### config.mk
export PLATFORM = sky130hd
export DESIGN_NAME = alu_issue_sequencer_flat
export DESIGN_NICKNAME = d
export VERILOG_FILES = /design/src/rtl/alu_pkg.sv /design/src/rtl/alu_issue_sequencer_if.sv /design/src/rtl/alu_opcode_decoder.sv /design/src/rtl/alu_issue_sequencer.sv /design/src/flat_wrapper.sv
export SDC_FILE = /design/constraint.sdc
export NUM_CORES = 1
export LEC_CHECK = 0
export BUFFER_PORTS_ARGS = -buffer_cell sky130_fd_sc_hd__buf_4
export CORE_MARGIN = 2
export CORE_UTILIZATION = 51
export DETAILED_ROUTE_END_ITERATION = 6
export PLACE_DENSITY = 0.86
export RECOVER_POWER = 100
export SLEW_MARGIN = 20
export SYNTH_ARGS = -nofsm -noshare
export SYNTH_HDL_FRONTEND = slang
export SYNTH_SLANG_ARGS = --single-unit
### constraint.sdc
create_clock -name clk -period 1.8 [get_ports clk]
set_input_delay 0.36 -clock clk [delete_from_list [all_inputs] [get_ports clk]]
set_output_delay 0.36 -clock clk [all_outputs]
set_load 0.01 [all_outputs]
### src/rtl/alu_pkg.sv
// Shared definitions for the 8-bit ALU front end.
// Covers widths, sequencer states and the named one-hot opcodes.
package alu_pkg;
    localparam int NUM_OPS  = 8;
    localparam int OPCODE_W = 16;
    localparam int OPSEL_W  = 4;

    typedef enum logic {
        IDLE = 1'b0,
        HOLD = 1'b1
    } state_t;

    localparam logic [OPCODE_W-1:0] OP_SHR2_FILL = 16'h0001;
    localparam logic [OPCODE_W-1:0] OP_SHL2_FILL = 16'h0002;
    localparam logic [OPCODE_W-1:0] OP_ADD       = 16'h0004;
    localparam logic [OPCODE_W-1:0] OP_SUB       = 16'h0008;
    localparam logic [OPCODE_W-1:0] OP_AND       = 16'h0010;
    localparam logic [OPCODE_W-1:0] OP_OR        = 16'h0020;
    localparam logic [OPCODE_W-1:0] OP_XOR       = 16'h0040;
    localparam logic [OPCODE_W-1:0] OP_ROL3      = 16'h0080;

    function automatic logic [OPCODE_W-1:0] onehot(input logic [OPSEL_W-1:0] idx);
        logic [OPCODE_W-1:0] v;
        v      = '0;
        v[idx] = 1'b1;
        return v;
    endfunction
endpackage

### src/rtl/alu_issue_sequencer_if.sv
// Operand/opcode bus between the controller and the ALU issue sequencer.
// The master side drives the commands, and the slave side is the sequencer.
interface alu_issue_sequencer_if;
    import alu_pkg::*;

    logic [7:0]          data_in;
    logic                load_a;
    logic                load_b;
    logic [OPSEL_W-1:0]  op_sel;
    logic                sweep;
    logic                go;
    logic [7:0]          a_out;
    logic [7:0]          b_out;
    logic [OPCODE_W-1:0] opcode;
    logic                busy;
    logic                done;
    logic                illegal;

    modport master (
        output data_in, load_a, load_b, op_sel, sweep, go,
        input  a_out, b_out, opcode, busy, done, illegal
    );

    modport slave (
        input  data_in, load_a, load_b, op_sel, sweep, go,
        output a_out, b_out, opcode, busy, done, illegal
    );
endinterface

### src/rtl/alu_opcode_decoder.sv
// Turns a binary op index into the ALU's one-hot opcode word.
// The decoder is purely combinational, and the caller registers the result.
module alu_opcode_decoder
    import alu_pkg::*;
(
    input  logic [OPSEL_W-1:0]  idx,
    output logic [OPCODE_W-1:0] code
);
    always_comb begin
        code = onehot(idx);
    end
endmodule

### src/rtl/alu_issue_sequencer.sv
// Captures the ALU operands and issues one-hot opcodes, one op or a full sweep.
// Each opcode is held for HOLD_CYCLES so that the ALU settles before done.
module alu_issue_sequencer #(
    parameter int HOLD_CYCLES = 4,
    parameter int NUM_OPS     = alu_pkg::NUM_OPS
) (
    input  logic                  clk,
    input  logic                  reset,
    alu_issue_sequencer_if.slave  bus
);
    import alu_pkg::*;

    localparam int CNT_W = (HOLD_CYCLES > 1) ? $clog2(HOLD_CYCLES) : 1;

    state_t              state;
    logic                run_mode;
    logic [OPSEL_W-1:0]  op_idx;
    logic [CNT_W-1:0]    hold_cnt;
    logic [7:0]          a_reg, b_reg;
    logic [OPCODE_W-1:0] opcode_reg;
    logic                busy_reg, done_reg, illegal_reg;

    logic [OPSEL_W-1:0]  dec_idx;
    logic [OPCODE_W-1:0] dec_code;
    logic                last_hold, more_ops, sel_legal;

    assign last_hold = (hold_cnt == CNT_W'(HOLD_CYCLES - 1));
    assign more_ops  = run_mode && (int'(op_idx) < NUM_OPS - 1);
    assign sel_legal = int'(bus.op_sel) < NUM_OPS;

    // The decoder input serves both paths: the first op at go, and the next op within a sweep.
    always_comb begin
        dec_idx = op_idx + OPSEL_W'(1);
        if (state == IDLE)
            dec_idx = bus.sweep ? '0 : bus.op_sel;
    end

    alu_opcode_decoder u_dec (
        .idx  (dec_idx),
        .code (dec_code)
    );

    always_ff @(posedge clk or posedge reset) begin
        if (reset) begin
            state       <= IDLE;
            run_mode    <= 1'b0;
            op_idx      <= '0;
            hold_cnt    <= '0;
            a_reg       <= '0;
            b_reg       <= '0;
            opcode_reg  <= '0;
            busy_reg    <= 1'b0;
            done_reg    <= 1'b0;
            illegal_reg <= 1'b0;
        end else begin
            done_reg <= 1'b0;
            case (state)
                IDLE: begin
                    if (bus.load_a) a_reg <= bus.data_in;
                    if (bus.load_b) b_reg <= bus.data_in;
                    if (bus.go) begin
                        if (bus.sweep || sel_legal) begin
                            run_mode   <= bus.sweep;
                            op_idx     <= dec_idx;
                            opcode_reg <= dec_code;
                            hold_cnt   <= '0;
                            busy_reg   <= 1'b1;
                            state      <= HOLD;
                            if (!bus.sweep) illegal_reg <= 1'b0;
                        end else begin
                            illegal_reg <= 1'b1;
                        end
                    end
                end
                HOLD: begin
                    if (last_hold) begin
                        hold_cnt <= '0;
                        if (more_ops) begin
                            op_idx     <= dec_idx;
                            opcode_reg <= dec_code;
                        end else begin
                            // opcode stays put so the ALU result remains stable while idle
                            done_reg <= 1'b1;
                            busy_reg <= 1'b0;
                            state    <= IDLE;
                        end
                    end else begin
                        hold_cnt <= hold_cnt + CNT_W'(1);
                    end
                end
                default: state <= IDLE;
            endcase
        end
    end

    assign bus.a_out   = a_reg;
    assign bus.b_out   = b_reg;
    assign bus.opcode  = opcode_reg;
    assign bus.busy    = busy_reg;
    assign bus.done    = done_reg;
    assign bus.illegal = illegal_reg;
endmodule

### src/flat_wrapper.sv
// flat-port wrapper written by rule: the top's interface ports become plain ports
module alu_issue_sequencer_flat import alu_pkg::*;
#(
    parameter int HOLD_CYCLES = 4,
    parameter int NUM_OPS     = alu_pkg::NUM_OPS
)
  (clk, reset, bus_data_in, bus_load_a, bus_load_b, bus_op_sel, bus_sweep, bus_go, bus_a_out, bus_b_out, bus_opcode, bus_busy, bus_done, bus_illegal);
  alu_issue_sequencer_if bus_i ();
  input  logic clk;
  input  logic reset;
  input wire logic [$bits(bus_i.data_in)-1:0] bus_data_in;
  input wire logic [$bits(bus_i.load_a)-1:0] bus_load_a;
  input wire logic [$bits(bus_i.load_b)-1:0] bus_load_b;
  input wire logic [$bits(bus_i.op_sel)-1:0] bus_op_sel;
  input wire logic [$bits(bus_i.sweep)-1:0] bus_sweep;
  input wire logic [$bits(bus_i.go)-1:0] bus_go;
  output wire logic [$bits(bus_i.a_out)-1:0] bus_a_out;
  output wire logic [$bits(bus_i.b_out)-1:0] bus_b_out;
  output wire logic [$bits(bus_i.opcode)-1:0] bus_opcode;
  output wire logic [$bits(bus_i.busy)-1:0] bus_busy;
  output wire logic [$bits(bus_i.done)-1:0] bus_done;
  output wire logic [$bits(bus_i.illegal)-1:0] bus_illegal;
  assign bus_i.data_in = bus_data_in;
  assign bus_i.load_a = bus_load_a;
  assign bus_i.load_b = bus_load_b;
  assign bus_i.op_sel = bus_op_sel;
  assign bus_i.sweep = bus_sweep;
  assign bus_i.go = bus_go;
  assign bus_a_out = bus_i.a_out;
  assign bus_b_out = bus_i.b_out;
  assign bus_opcode = bus_i.opcode;
  assign bus_busy = bus_i.busy;
  assign bus_done = bus_i.done;
  assign bus_illegal = bus_i.illegal;
  alu_issue_sequencer #(.HOLD_CYCLES(HOLD_CYCLES), .NUM_OPS(NUM_OPS)) u_core (.clk(clk), .reset(reset), .bus(bus_i));
endmodule
==> results_dict.tcl <==
set metrics [dict create \
    status "finished clean" \
    synthCells 152 \
    synth_area_sq_um 1844 \
    cts_tree "yes" \
    use_met3 0.05106 \
    synth_nets 172 \
    htree_num_levels 2 \
    yosys-top-cells-area "dfrtp_1 58%, mux2_2 9.2%, a22o_1 4.7%, nand2_1 3.1%, and2_1 2.0%" \
    rsz0062_at_grt "no" \
    slew_viol_final 0 \
    dieWidth_um 64.14 \
    design.core.area_sq_um 3416 \
    cts_buffers 5 \
    setup_viol 0 \
    overflow 0 \
    met2_usage 0.3190 \
    arrival_ps 1970 \
    wl_per_cell_um 14.61 \
    synth_area_leader_cell "dfrtp_1" \
    diodes 0 \
    setup-tns-final_ps 0 \
    via_per_inst 5.344 \
    drt_wl_total_mm 3.783 \
    synth_top_cell_area_share 0.5834 \
    fmax_mhz 600.1 \
    fill_cells 285 \
    worstMarginPinSlew_ps 997.8 \
    io_buffers 52 \
    postCtsSetupRepairBufs 0 \
    clk_path_buf_depth 2 \
    grt_max_degree 44 \
    hold_path_class "in2reg" \
    timing.final.crit_share 0.9258 \
    layout_common_cells "43 x dfrtp_1, 35 x clkbuf_1, 20 x buf_4" \
    clk_pin_slew_ps 130 \
    p_leak_nw 1.037 \
    vias 1384 \
    finClkSkew_ps 7.411 \
    hold_buffers 0 \
    drive_above_1_share 0.2394 \
    grt-busiest-layer "met2" \
    hpwl_mm 2.865 \
    maxSlewHeadroom 0.3348 \
    seqCellArea_sq_um 1076 \
    period_minus_slack_ps 1666 \
    multiInputGateArea_sq_um 715.7 \
    core.rowCount 21 \
    report.final.hold_viol_count 0 \
    worst-path-max-fanout 7 \
    start_kind "flip-flop" \
    seq_area_frac_synth 0.5834 \
    drc 0 \
    die-height_um 64.14 \
    maxCapViolations 0 \
    drt_iter0_markers 58 \
    antenna_found_initial 0 \
    cts_resized 0 \
    nets 232 \
    yosys_warnings 0 \
    holdWs_ps 231.1 \
    io_pins 53 \
    antenna_left 0 \
    avgSynthCellArea_sq_um 12.13 \
    worstPathRequired_ps 2100 \
    gp_congestion 0.9049 \
    firstDrtPassIters 4 \
    ys_types 33 \
    cts_root_buf "clkbuf_4" \
    start_util 0.5399 \
    peakVddDrop_mv 0.8862 \
    grtUsageMet1 0.2767 \
    grt_pass1_wl_mm 6.423 \
    grt_pass1_vias 1342 \
    clock_latency_ps 360 \
    ys_ff_latch 43 \
    dieArea_sq_um 4113 \
    largest_reg_flops 16 \
    grt_use_total 0.2056 \
    path_class "reg2reg" \
    cts_sinks 43 \
    layout_commonest_cell "dfrtp_1" \
    synthToLayoutAreaGrowth_pct 23.54 \
    power_density_nw_per_um2 1615 \
    cp-end-kind "flip-flop" \
]
## Yosys cell counts
cell,count
a21oi_1,6
a221oi_4,1
a22o_1,10
a22oi_2,1
a31oi_1,1
and2_1,6
and4b_1,1
buf_2,5
dfrtp_1,43
ha_1,2
inv_1,5
inv_4,1
mux2_1,2
mux2_2,15
mux2i_1,1
nand2_1,15
nand2_2,1
nand2b_1,3
nand3_1,3
nand3_2,1
nand4_1,1
nor2_1,6
nor2b_1,5
nor3_1,1
nor3b_1,1
o21a_1,1
o21ai_0,5
o21ai_1,2
o22a_1,1
o22ai_1,1
o31ai_1,3
o32ai_2,1
or2_1,1
## critical path, stage by stage, from the launching register on
cell and delay (ps):
dfrtp_1 470, ha_1 270, nor2b_1 150, or2_1 250, a221oi_4 290, a22o_1 180
## cell type report
cell class              instances  share of cell area
flip-flops and latches         43              0.4723
multi-input cells              98              0.3141
repair buffers                 58              0.1312
clock inverters                 3             0.02965
well taps                      46             0.02526
clock buffers                   5             0.01647
inverters                       6             0.01098
## kinds of logic (layout without fill, tap and decap cells)
family	Yosys count	count (layout)	synth area share
AND/OR/NAND/NOR	45	45	0.1262
buffers and inverters	11	72	0.02714
flip-flops	43	43	0.5834
adder cells (fa/ha/maj)	2	2	0.01357
AO/OA/AOI/OAI	33	33	0.1404
multiplexers	18	18	0.1092
## final timing paths
kind / startpoint / to / slack, ps / cells after the start
worst max-delay path: u_core.op_idx[0]$_DFFE_PP0P_ / u_core.bus.opcode[1]$_DFFE_PP0P_ / 130 / 5
max in group asynchronous: reset / u_core.bus.opcode[12]$_DFFE_PP0P_ / 890 / 3
worst min register to register: u_core.bus.opcode[8]$_DFFE_PP0P_ / u_core.bus.opcode[8]$_DFFE_PP0P_ / 500 / 1
worst min-delay path: bus_data_in[7] / u_core.bus.a_out[7]$_DFFE_PP0P_ / 230 / 2
min in group asynchronous: reset / u_core.bus.opcode[10]$_DFFE_PP0P_ / 300 / 3
worst max register to register: u_core.op_idx[0]$_DFFE_PP0P_ / u_core.bus.opcode[1]$_DFFE_PP0P_ / 130 / 5
## stage by stage
step | setup WS [ps] | power (mW) | instance area (sq um) | utilization | instances
final | 133.5 | 3.680 | 2278 | 0.6670 | 259
after global placement | 232.9 | 3.104 | 2312 | 0.6769 | 251
after floorplan | 280.8 | 2.487 | 1844 | - | 152
after CTS | 137.8 | 3.933 | 2417 | 0.7077 | 259
after detailed placement | 180.0 | 3.189 | 2312 | 0.6769 | 251
after global routing | 15.85 | 3.935 | 2278 | 0.6670 | 259
## per-layer routing
| layer | wire (um) | up-vias |
|---|---|---|
| met5 | 0 | - |
| met2 | 1883 | 39 |
| li1 | - | 655 |
| met4 | 64 | 0 |
| met1 | 1641 | 684 |
| met3 | 193 | 6 |
## report_power, final
group	internal [mW]	switching (mW)	leakage (nW)
registers	1.32	0.228	0.542
logic	0.618	0.771	0.443
clock network	0.432	0.315	0.0514
total	2.37	1.31	1.04
(Power assumes the default switching activity.)
